===== src/rtl/bios_port_arbiter.sv =====
// rtl/bios_port_arbiter.sv - two-requester arbiter for boot RAM port B
//
// Purpose: round-robin arbitration between M0 (bootloader path) and M1
// (debug/reload engine) for the single RAM port B, with an optional lock
// for back-to-back ownership. The winning command is registered onto mem_*.
// Read data comes straight from the RAM and the rvalid pulse is steered to
// the owner, two cycles after the grant.
//
// Optional feature macro: BIOS_ARB_WRITE_PROTECT_EN
//   When defined, an M0 write to a word below PROT_LIMIT is issued as a read
//   and sets the sticky prot_err flag. When undefined, prot_err is tied to 0.
//
// Ports:
//   clk, rstn                       clock, asynchronous active-low reset
//   mX_req/lock/addr/we/wdata       requester command (X = 0, 1)
//   mX_gnt                          combinational grant
//   mX_rvalid, mX_rdata             completion pulse and RAM read data
//   mem_en/we/addr/din, mem_dout    registered RAM port B command, RAM data
//   prot_err                        sticky blocked-write flag
module bios_port_arbiter #(
  parameter int                    ADDR_WIDTH = 12,
  parameter logic [ADDR_WIDTH-1:0] PROT_LIMIT = 'h100
) (
  input  logic                  clk,
  input  logic                  rstn,
  input  logic                  m0_req,
  input  logic                  m0_lock,
  input  logic [ADDR_WIDTH-1:0] m0_addr,
  input  logic [3:0]            m0_we,
  input  logic [31:0]           m0_wdata,
  output logic                  m0_gnt,
  output logic                  m0_rvalid,
  output logic [31:0]           m0_rdata,
  input  logic                  m1_req,
  input  logic                  m1_lock,
  input  logic [ADDR_WIDTH-1:0] m1_addr,
  input  logic [3:0]            m1_we,
  input  logic [31:0]           m1_wdata,
  output logic                  m1_gnt,
  output logic                  m1_rvalid,
  output logic [31:0]           m1_rdata,
  output logic                  mem_en,
  output logic [3:0]            mem_we,
  output logic [ADDR_WIDTH-1:0] mem_addr,
  output logic [31:0]           mem_din,
  input  logic [31:0]           mem_dout,
  output logic                  prot_err
);

  logic last_owner;
  logic locked;
  logic s1_valid, s1_id;
  logic s2_valid, s2_id;

  logic                  any_gnt;
  logic                  gnt_lock;
  logic [ADDR_WIDTH-1:0] gnt_addr;
  logic [3:0]            gnt_we;
  logic [31:0]           gnt_wdata;
  logic [3:0]            issue_we;
  logic                  prot_hit;

  // While locked only the holder may win; if the holder has dropped req,
  // nobody is granted this cycle and the lock falls away at the edge.
  always_comb begin
    m0_gnt = 1'b0;
    m1_gnt = 1'b0;
    if (locked) begin
      if (last_owner) m1_gnt = m1_req;
      else            m0_gnt = m0_req;
    end else if (m0_req && m1_req) begin
      if (last_owner) m0_gnt = 1'b1;
      else            m1_gnt = 1'b1;
    end else begin
      m0_gnt = m0_req;
      m1_gnt = m1_req;
    end
  end

  assign any_gnt   = m0_gnt | m1_gnt;
  assign gnt_lock  = m1_gnt ? m1_lock  : m0_lock;
  assign gnt_addr  = m1_gnt ? m1_addr  : m0_addr;
  assign gnt_we    = m1_gnt ? m1_we    : m0_we;
  assign gnt_wdata = m1_gnt ? m1_wdata : m0_wdata;

  assign prot_hit = m0_gnt && (m0_we != 4'b0000) && (m0_addr < PROT_LIMIT);

`ifdef BIOS_ARB_WRITE_PROTECT_EN
  // A blocked write is still granted and completes, but as a read.
  assign issue_we = prot_hit ? 4'b0000 : gnt_we;

  always_ff @(posedge clk or negedge rstn) begin
    if (!rstn)         prot_err <= 1'b0;
    else if (prot_hit) prot_err <= 1'b1;
  end
`else
  logic unused_prot_hit;
  assign unused_prot_hit = prot_hit;
  assign issue_we        = gnt_we;
  assign prot_err        = 1'b0;
`endif

  always_ff @(posedge clk or negedge rstn) begin
    if (!rstn) begin
      last_owner <= 1'b1;
      locked     <= 1'b0;
      s1_valid   <= 1'b0;
      s1_id      <= 1'b0;
      s2_valid   <= 1'b0;
      s2_id      <= 1'b0;
      mem_en     <= 1'b0;
      mem_we     <= 4'b0000;
      mem_addr   <= '0;
      mem_din    <= 32'h0;
    end else begin
      // Stage 2 lines up with the cycle in which mem_dout is valid.
      s2_valid <= s1_valid;
      s2_id    <= s1_id;
      if (any_gnt) begin
        last_owner <= m1_gnt;
        locked     <= gnt_lock;
        s1_valid   <= 1'b1;
        s1_id      <= m1_gnt;
        mem_en     <= 1'b1;
        mem_we     <= issue_we;
        mem_addr   <= gnt_addr;
        mem_din    <= gnt_wdata;
      end else begin
        // No grant while locked means the holder dropped req.
        locked   <= 1'b0;
        s1_valid <= 1'b0;
        mem_en   <= 1'b0;
        mem_we   <= 4'b0000;
      end
    end
  end

  assign m0_rvalid = s2_valid & ~s2_id;
  assign m1_rvalid = s2_valid &  s2_id;
  assign m0_rdata  = mem_dout;
  assign m1_rdata  = mem_dout;

endmodule

===== config.mk =====
export PLATFORM = sky130hd
export DESIGN_NAME = bios_port_arbiter
export DESIGN_NICKNAME = d
export VERILOG_FILES = /design/src/rtl/bios_port_arbiter.sv
export SDC_FILE = /design/constraint.sdc
export NUM_CORES = 1
export LEC_CHECK = 0
export CORE_MARGIN = 5
export CORE_UTILIZATION = 33
export DETAILED_ROUTE_END_ITERATION = 6
export PLACE_DENSITY = 0.81
export SYNTH_ARGS = -nofsm -noshare
export SYNTH_HDL_FRONTEND = slang
export SYNTH_SLANG_ARGS = --single-unit

===== constraint.sdc =====
create_clock -name clk -period 2 [get_ports clk]
set_clock_uncertainty 0.2 [all_clocks]
set_input_delay 0.4 -clock clk [delete_from_list [all_inputs] [get_ports clk]]
set_output_delay 0.4 -clock clk [all_outputs]
set_load 0.005 [all_outputs]

==> impl_metrics.ini, run 1 <==
[placement]
dp_cells = 557
routabilityCongestion = 0.7623
portBuffers = 154
placed_area_um2 = 4402
dp_hpwl_um = 7278
preCtsSetupSlack_ns = -0.6136

[detailed_routing]
met1Wirelength_um = 4271
drt_pass1_iterations = 4
wl_um = 11040
highest_layer = met4
vias = 3217
antenna_left = 0
drt_first_iter_violations = 147
vias_per_cell = 5.547
route.met2.wl_um = 5478
wl_per_cell_um = 19.03
post-route-drc-count = 0
wl_met3_um = 900

[sta]
slew_viol_final = 0
fmax_mhz = 456.9
post-route-period-util_pct = 109.4
worst_pin_slew_ns = 0.5317
finalSetupViolCount = 45
layout_setup_ws_ns = -0.1885
grt_setup_unrepaired = yes
min_period_ns = 2.189
finalHoldViolCount = 0
slew_headroom_pct = 64.56

[cts]
cts_sinks = 54
clockRootBuffer = clkbuf_8
clkTransAtPathRegs_ns = 0.11
numCtsBuffers = 5
clkLatencyLatePin_ns = 0.31
htree_levels = 2
tritoncts = done
cts_buffer_depth = 2

[yosys]
synth_top_area_share_pct = 42.33
ys_seq_area_share_pct = 43.17
yosysUniqueCellTypes = 25
syn-num-nets = 489
ys_top_cells_by_area = dfrtp_1 (42%), buf_4 (16%), a31oi_1 (8.8%)
ys_seq_elements = 54
synthCells = 355
yosys_warnings = 0
yosysTopAreaCell = dfrtp_1
syn_avg_cell_area_um2 = 8.825
synth_area_um2 = 3133

[final_layout]
instances_no_fill = 580
antenna_cells = 0
fin_area_um2 = 4818
area_growth_pct = 53.79
fin_nets = 584
drive_above_1_share_pct = 17.29
fin_util_pct = 52.15

[worst_setup_path]
r2r-end = mem_din[9]
r2r_start = locked
cp.arrival_ns = 1.59
cp_max_fo = 3
cp-start-kind = register
cp-end-kind = output port
r2r_cells = 9
path_class = reg2out
reg2reg_slack_ns = -0.11
required_ns = 1.40

[grt]
grt_max_degree = 46
grt_antenna_before_repair = 0
grt_first_pass_wirelength_um = 16470
grt.overflow.total = 0
grt_pass1_vias = 3241
track_usage_pct = 17.57

[power_and_ir_drop]
leakage_nw = 1.836
power_w = 0.005499
power.density_nw_per_um2 = 1141
peakVddDrop_mv = 0.4367

[job]
drv_cap = 0

[floorplanning]
num_rows = 35
dieWidth_um = 107.4
die_y_um = 107.4
start_util_pct = 33.91
ios = 252
fp.dieArea_um2 = 11540
core-area_um2 = 9240

[hold_path]
hold_start = s1_id
holdPathStages = 0
whs_endpoint = s2_id
hold_class = reg2reg

[run_status]
violations = negative setup slack
status = finished with violations
[layout make-up]
cell class,count,area [um^2]
inverter,4,20.02
sequential,54,1353
fill,808,4422
multi-input combinational,196,1255
timing repair buffer,189,1917
clock inverter,3,43.79
clock buffer,5,68.82
tap,129,161.4
[synthesized netlist by cell type]
master,instances
nor2b_1,2
a31oi_1,44
nor4_1,44
o21ai_1,7
and3b_1,1
dfstp_2,1
a22o_1,5
nor3b_2,1
inv_2,2
a21boi_1,1
or3b_2,1
or3_1,1
buf_1,2
clkbuf_1,28
dfrtp_1,53
inv_1,2
buf_4,65
nand3_1,44
conb_1,1
nand2_1,3
o21ai_0,38
buf_2,6
a21bo_2,1
a21o_1,1
and2_1,1
[worst max-delay path, stage by stage (launching register included)]
cell and delay (ns):
dfrtp_1 0.41, buf_6 0.12, and3b_2 0.21, or3_4 0.39
inv_4 0.07, buf_6 0.08
[kinds of logic (layout without fill, tap and decap cells)]
logic type | count (synthesis) | count (layout) | share of synthesized area, %
compound gates | 97 | 97 | 18.17
buf+inv | 105 | 201 | 20.61
flops | 54 | 54 | 43.17
other cells | 1 | 1 | 0.1197
simple gates | 98 | 98 | 17.93
[layout by cell type, fill, tap and decap left out, types with 2 or more instances in the layout]
master,netlist,layout
o21ai_0,38,2
nand3_1,44,44
a22o_1,5,5
o21ai_2,0,21
dlygate4sd2_1,0,2
clkbuf_16,0,2
buf_4,65,22
buf_6,0,6
inv_4,0,2
o21ai_1,7,22
buf_12,0,4
dfrtp_1,53,53
buf_8,0,2
nand2_1,3,2
nor4_1,44,44
clkbuf_8,0,5
a31oi_1,44,44
clkdlybuf4s50_1,0,149
[report_power, final]
group	internal, W	leakage (nW)	total [W]	switching (W)
clock network	0.000376	0.0585	0.000742	0.000366
registers	0.00155	0.622	0.00183	0.000285
logic	0.00165	1.16	0.00292	0.00127
[per-stage QoR]
step                setup TNS [ns]  hold slack [ns]
finish                      -2.791           0.1740
global placement            -15.56           0.1582
detailed placement          -17.05           0.1621
CTS                        -0.3040           0.1741
global route                -6.352           0.1928
floorplan                        0         -0.09559
[registers in the layout, summed over array words and instances, names as in the netlist]
signal      cells
mem_addr       12
s2_id           1
s2_valid        1
mem_we          4
s1_valid        1
last_owner      1
locked          1
mem_din        32
s1_id           1
[per-layer routing]
layer / GRT usage (%) / vias up
li1: - / 1444
met1: 20.20 / 1564
met2: 30.52 / 162
met3: 4.559 / 47
met4: 8.025 / 0
met5: 0 / -
[worst max path at each step]
| stage | from | to | slack [ns] | cells past startpoint |
|---|---|---|---|---|
| 6_report | locked | m1_gnt | -0.19 | 5 |
| 5_1_grt | locked | m1_gnt | -0.24 | 5 |
| 4_1_cts | locked | m1_gnt | -0.19 | 5 |
| 3_5_place_dp | m1_req | m0_gnt | -0.61 | 5 |
| 3_3_place_gp | m1_req | m0_gnt | -0.59 | 5 |
| 2_1_floorplan | last_owner | m1_gnt | 0.08 | 5 |
[repair_timing]
item | CTS | global route
gates resized for setup | 15 | 77
pin swaps | 4 | 44
cloned | 0 | 4
setup endpoints to repair | 16 | 37
hold buffers | 1 | 0
buffers inserted | 5 | 6
endpoints found under the hold margin | 53 | 0
Power figures use the tool's default switching activity.
==> run 2: changes to the inputs <==
CAP_MARGIN = 30   (was unset)
==> results of run 2 <==
The final DEF is identical to that of run 1; final timing and power are the same.
==> run 3: changes to the inputs <==
ABC_AREA = 1   (was unset)
CORE_MARGIN = 10   (was 5)
CORE_UTILIZATION = 35   (was 33)
GPL_TIMING_DRIVEN = 0   (was unset)
PLACE_DENSITY = 0.82   (was 0.81)
==> impl_metrics.ini, run 3 <==
[power_and_ir_drop]
clockPowerShare_pct = 13.8
leakage_nw = 2.930
power_w = 0.004473
switchingPower_w = 0.001537
power.density_nw_per_um2 = 754.2
p_sw_share_pct = 34.37
intPower_w = 0.002936
p_comb_share_pct = 50.4
seqPwrFrac_pct = 35.8
peakVddDrop_mv = 0.3519

[worst_setup_path]
cp.arrival_ns = 1.42
critical_path_buf_inv_count = 2
required_ns = 1.40
cp-end-kind = output port
crit_top_cell = nand2_4
critPathTopFamily = flip-flops
cp_slowest_cell = dfstp_2
r2r_start = last_owner
cp_max_fo = 3
slowest_delay_ns = 0.59
path_class = reg2out
crit_path_start = last_owner
cp-start-kind = register
path_cells = nand2_4 > and2_4 > nand2_4 > clkinvlp_4 > buf_6
reg2reg_slack_ns = 0.12

[final_layout]
final_cell_mix = clkdlybuf4s50_1 (213), nand3_1 (122), nand2_1 (107), buf_4 (77), dfrtp_1 (53)
fin_util_pct = 63.58
antenna_cells = 0
instances_no_fill = 810
largestRegisters = mem_din x32, mem_addr x12, mem_we x4
area_growth_pct = 74.97
largest_reg_flops = 32
top_register = mem_din
drive_above_1_share_pct = 18.94
final_common_cell = clkdlybuf4s50_1
fin_nets = 814

[placement]
preCtsSetupSlack_ns = -0.6849
routabilityCongestion = 0.8179
portBuffers = 217
dp_hpwl_um = 10840
dp_cells = 794

[yosys]
synth-edff-count = 0
synth_top_area_share_pct = 39.13
yosys_warnings = 0
synthFlopType = dfrtp_1
ys_seq_elements = 54
syn_avg_cell_area_um2 = 7.583
postSynth.asyncResetShare_pct = 100.0
ys_seq_area_share_pct = 39.90
yosysUniqueCellTypes = 20
netlist_top_cells_count = nand3_1 (122), nand2_1 (110), buf_4 (68), dfrtp_1 (53), inv_1 (48)
yosysTopAreaCell = dfrtp_1
synth_area_um2 = 3390
syn-num-nets = 581
synthCells = 447
ys_top_cells_by_area = dfrtp_1 (39%), nand3_1 (18%), buf_4 (15%)
yosysMostFrequentCell = nand3_1

[run_status]
violations = negative setup slack
status = finished with violations

[floorplanning]
num_rows = 35
die_y_um = 118.4
dieWidth_um = 118.4
core-area_um2 = 9328
fp.dieArea_um2 = 14020
ios = 252
start_util_pct = 36.34

[detailed_routing]
antenna_left = 0
drt_pass1_iterations = 5
drt_first_iter_violations = 215
post-route-drc-count = 0
vias_per_cell = 4.662
wl_um = 13510
vias = 3776
wl_per_cell_um = 16.68

[grt]
grt_max_degree = 30
grt_pass1_vias = 4007
grt.overflow.total = 0
grt_antenna_before_repair = 0
grt_first_pass_wirelength_um = 21030
track_usage_pct = 18.16

[sta]
finalSetupViolCount = 1
finalHoldViolCount = 0
post-route-period-util_pct = 101.2
grt_setup_unrepaired = yes
slew_viol_final = 0
slew_headroom_pct = 60.06
layout_setup_ws_ns = -0.02425
fmax_mhz = 494.0
min_period_ns = 2.024
setup-tns-final_ns = -0.02425
worst_pin_slew_ns = 0.5991

[cts]
tritoncts = done
cts_buffer_depth = 2
htree_levels = 2
numCtsBuffers = 5
clockRootBuffer = clkbuf_8
cts_sinks = 54
clkLatencyLatePin_ns = 0.30
clkTransAtPathRegs_ns = 0.10

[job]
drv_cap = 0

[hold_path]
hold_class = reg2reg
hold_start = s1_id
==> run 3: changes by cell type after synthesis, sizes merged, moves of 2 or more <==
cell,delta
nand2,+110
nand3,+89
inv,+46
a31oi,-44
nor4,-44
o21ai,-44
clkbuf,-24
buf,+16
a22o,-5
nor2b,-2
==> run 3: metrics by stage <==
stage,area (um^2),hold slack [ns]
after CTS,5927,0.1993
after floorplan,3390,-0.09559
final,5931,0.1943
after detailed placement,5738,0.1740
after global routing,5931,0.2228
after global placement,5723,0.1643
==> run 3: power by group through the flow <==
| stage | clock [W] | sequential, W | combinational (W) |
|---|---|---|---|
| final | 0.000617 | 0.00160 | 0.00225 |
| after global routing | 0.000670 | 0.00164 | 0.00246 |
| after CTS | 0.000632 | 0.00160 | 0.00229 |
| after detailed placement | 0 | 0.00161 | 0.00219 |
| after global placement | 0 | 0.00160 | 0.00214 |
| after floorplan | 0 | 0.00163 | 0.000880 |
==> run 3: repair_timing <==
action,in CTS,in global routing
resized for setup,23,7
setup endpoints to repair,2,22
hold buffers,1,0
hold endpoints to repair,25,0
buffers inserted,8,2
pin swaps,3,3
cloned,0,0
==> run 3: layout make-up <==
| type | count | area, um^2 |
|---|---|---|
| Clock buffer | 6 | 72.57 |
| Clock inverter | 2 | 13.76 |
| Fill cell | 822 | 3397 |
| Buffer | 90 | 640.6 |
| Timing Repair Buffer | 229 | 2273 |
| Tap cell | 129 | 161.4 |
| Multi-Input combinational cell | 250 | 1217 |
| Inverter | 50 | 198.9 |
| Sequential cell | 54 | 1353 |
==> run 3: path summary, 6_finish.rpt <==
check                               end  depth (start not counted)
max                              m0_gnt                          5
min                               s2_id                          0
max reg2reg                 mem_din[12]                         10
min reg2reg                       s2_id                          0
max in group asynchronous    last_owner                          3
min in group asynchronous  mem_addr[10]                          2
==> run 3: kinds of logic after synthesis <==
family                 Yosys count  synth area share, %
AO/OA/AOI/OAI                    1               0.1475
other                            1               0.1106
buffers and inverters          143                25.32
flip-flops                      54                39.90
AND/OR/NAND/NOR                248                34.51
==> run 3: layer usage <==
layer	global-route usage [%]	up-vias	wire length [um]
met5	0	-	0
met4	4.962	0	263
met3	7.092	18	1305
met2	32.55	177	6734
met1	19.41	1780	5211
li1	-	1801	-
==> patch: new RTL, settings of run 2 <==
Build with the macro `BIOS_ARB_WRITE_PROTECT_EN` defined.
--- a/src/rtl/bios_port_arbiter.sv
+++ b/src/rtl/bios_port_arbiter.sv
@@ -17,6 +17,8 @@
 //   mX_rvalid, mX_rdata             completion pulse and RAM read data
 //   mem_en/we/addr/din, mem_dout    registered RAM port B command, RAM data
 //   prot_err                        sticky blocked-write flag
+`define BIOS_ARB_WRITE_PROTECT_EN
+
 module bios_port_arbiter #(
   parameter int                    ADDR_WIDTH = 12,
   parameter logic [ADDR_WIDTH-1:0] PROT_LIMIT = 'h100
Function: changed (Yosys sat finds a counterexample within 4 cycles, from zero or initial values and one cycle with rstn low).
==> patch against run 2 <==
The run still ends with setup timing left. Final area shrank 3.9%. Wire length increased by 0.35%. Sequential share of layout area rose by 1.7 points. Worst setup slack improved by 0.036 ns. Utilization is 4.1 points lower. Synthesized cell count increased by 1.1%. Power decreased by 7.9%. Maximum frequency rose by 1.7%. Area after synthesis grew 2.8%. Sequential cell count grew 1. Register-to-register slack gained 0.11 ns. Global-route usage is 0.35 points higher.
==> patch: results (changes against run 2) <==
The number of DRC markers after the initial detailed-route iteration came out at 261 (+78%). The initial core utilization is 0.334 (-0.00482), and the clock network fraction of total power is 0.123 (-0.012). The tools report the worst path setup slack after routing as -0.152 ns (+0.0364 ns). The cell area power density came out at 1090 nW/um^2 (-4.1%). The via density per instance was 5.52 (-0.48%); the post-synth net total was 493 (+0.82%). The endpoint of the most critical register-to-register path was mem_addr[11]. The fraction of met2 tracks used by global routing is 0.308 (+0.00285), and the maximum ir drop on the vdd rail is 0.000448 V (+2.6%). The commonest cells after synthesis are buf_4, dfrtp_1, nor4_1, o21ai_0.

The run finished, with violations left. The transition at the pin with the smallest max-transition slack was 0.619 ns (+0.0869 ns); the setup slack of the worst register-to-register path was 0 ns (+0.11 ns). The logs give 577 (-0.52%) for the final cell count without fillers and 359 (+1.1%) for the gate count after technology mapping. The met3 wire length was 1070 um (+19%). Routed wire length on met2: 5400 um (-1.4%). Combined area of the multi-input logic cells: 1200 um^2 (-4.4%). The final reports fail on setup timing. Global placement routability congestion: 0.802 (+5.2%). The number of I/O port buffers was 155 (+0.65%); the HPWL after detailed placement was 7490 um (+2.9%). The met1 wire length is 4230 um (-1.1%), and the number of setup violations in the final report is 2 (-96%).

In this run the clock root is driven by a clkbuf_8. The total track usage was 0.179 (+0.00348); the largest fanout on the critical path was 2 (-1). The tools report the setup TNS after final layout as -0.251 ns (+2.54 ns). The logs give 3,172 (-2.1%) for the via count of the first global-routing pass and 0.213 (+0.0112) for the met1 demand-to-capacity share in global routing. The sequential share of the synthesized area was 0.428 (-0.00414). After synthesis, the cell types taking the most area are dfrtp_1, buf_4, nor4_1. The cell internal power dissipation was 3.29 mW (-8.0%); the cell total after placement was 564 (+1.3%). The part of the power in combinational logic is 0.519 (-0.013).
==> patch: logic make-up after synthesis <==
family | Yosys count | share of synthesized area
DFF | 55 | 0.428
buffers and inverters | 105 | 0.213
AOI/OAI and AO/OA | 99 | 0.182
and+or+nand+nor | 100 | 0.178
==> patch: worst reg2reg max path, stage by stage (launching register included) <==
cell and delay (ns):
dfstp_2 0.63, and3b_2 0.23, buf_4 0.45, nor4_1 0.12, buf_4 0.16, a31oi_1 0.13
==> patch: area by class of cell <==
type | count | area share
clock buffer | 6 | 0.0178
tap | 133 | 0.0360
clock inverter | 1 | 0.00108
inverter | 4 | 0.00324
multi-input combinational | 199 | 0.259
timing repair buffer | 179 | 0.385
sequential | 55 | 0.298
==> patch: repair_timing <==
| item | in CTS | in global routing |
|---|---|---|
| hold buffers | 1 | 0 |
| pin swaps | 4 | 5 |
| cloned | 0 | 0 |
| setup endpoints to repair | 33 | 44 |
| endpoints found under the hold margin | 23 | 0 |
| setup buffers | 5 | 1 |
| gates resized for setup | 18 | 3 |
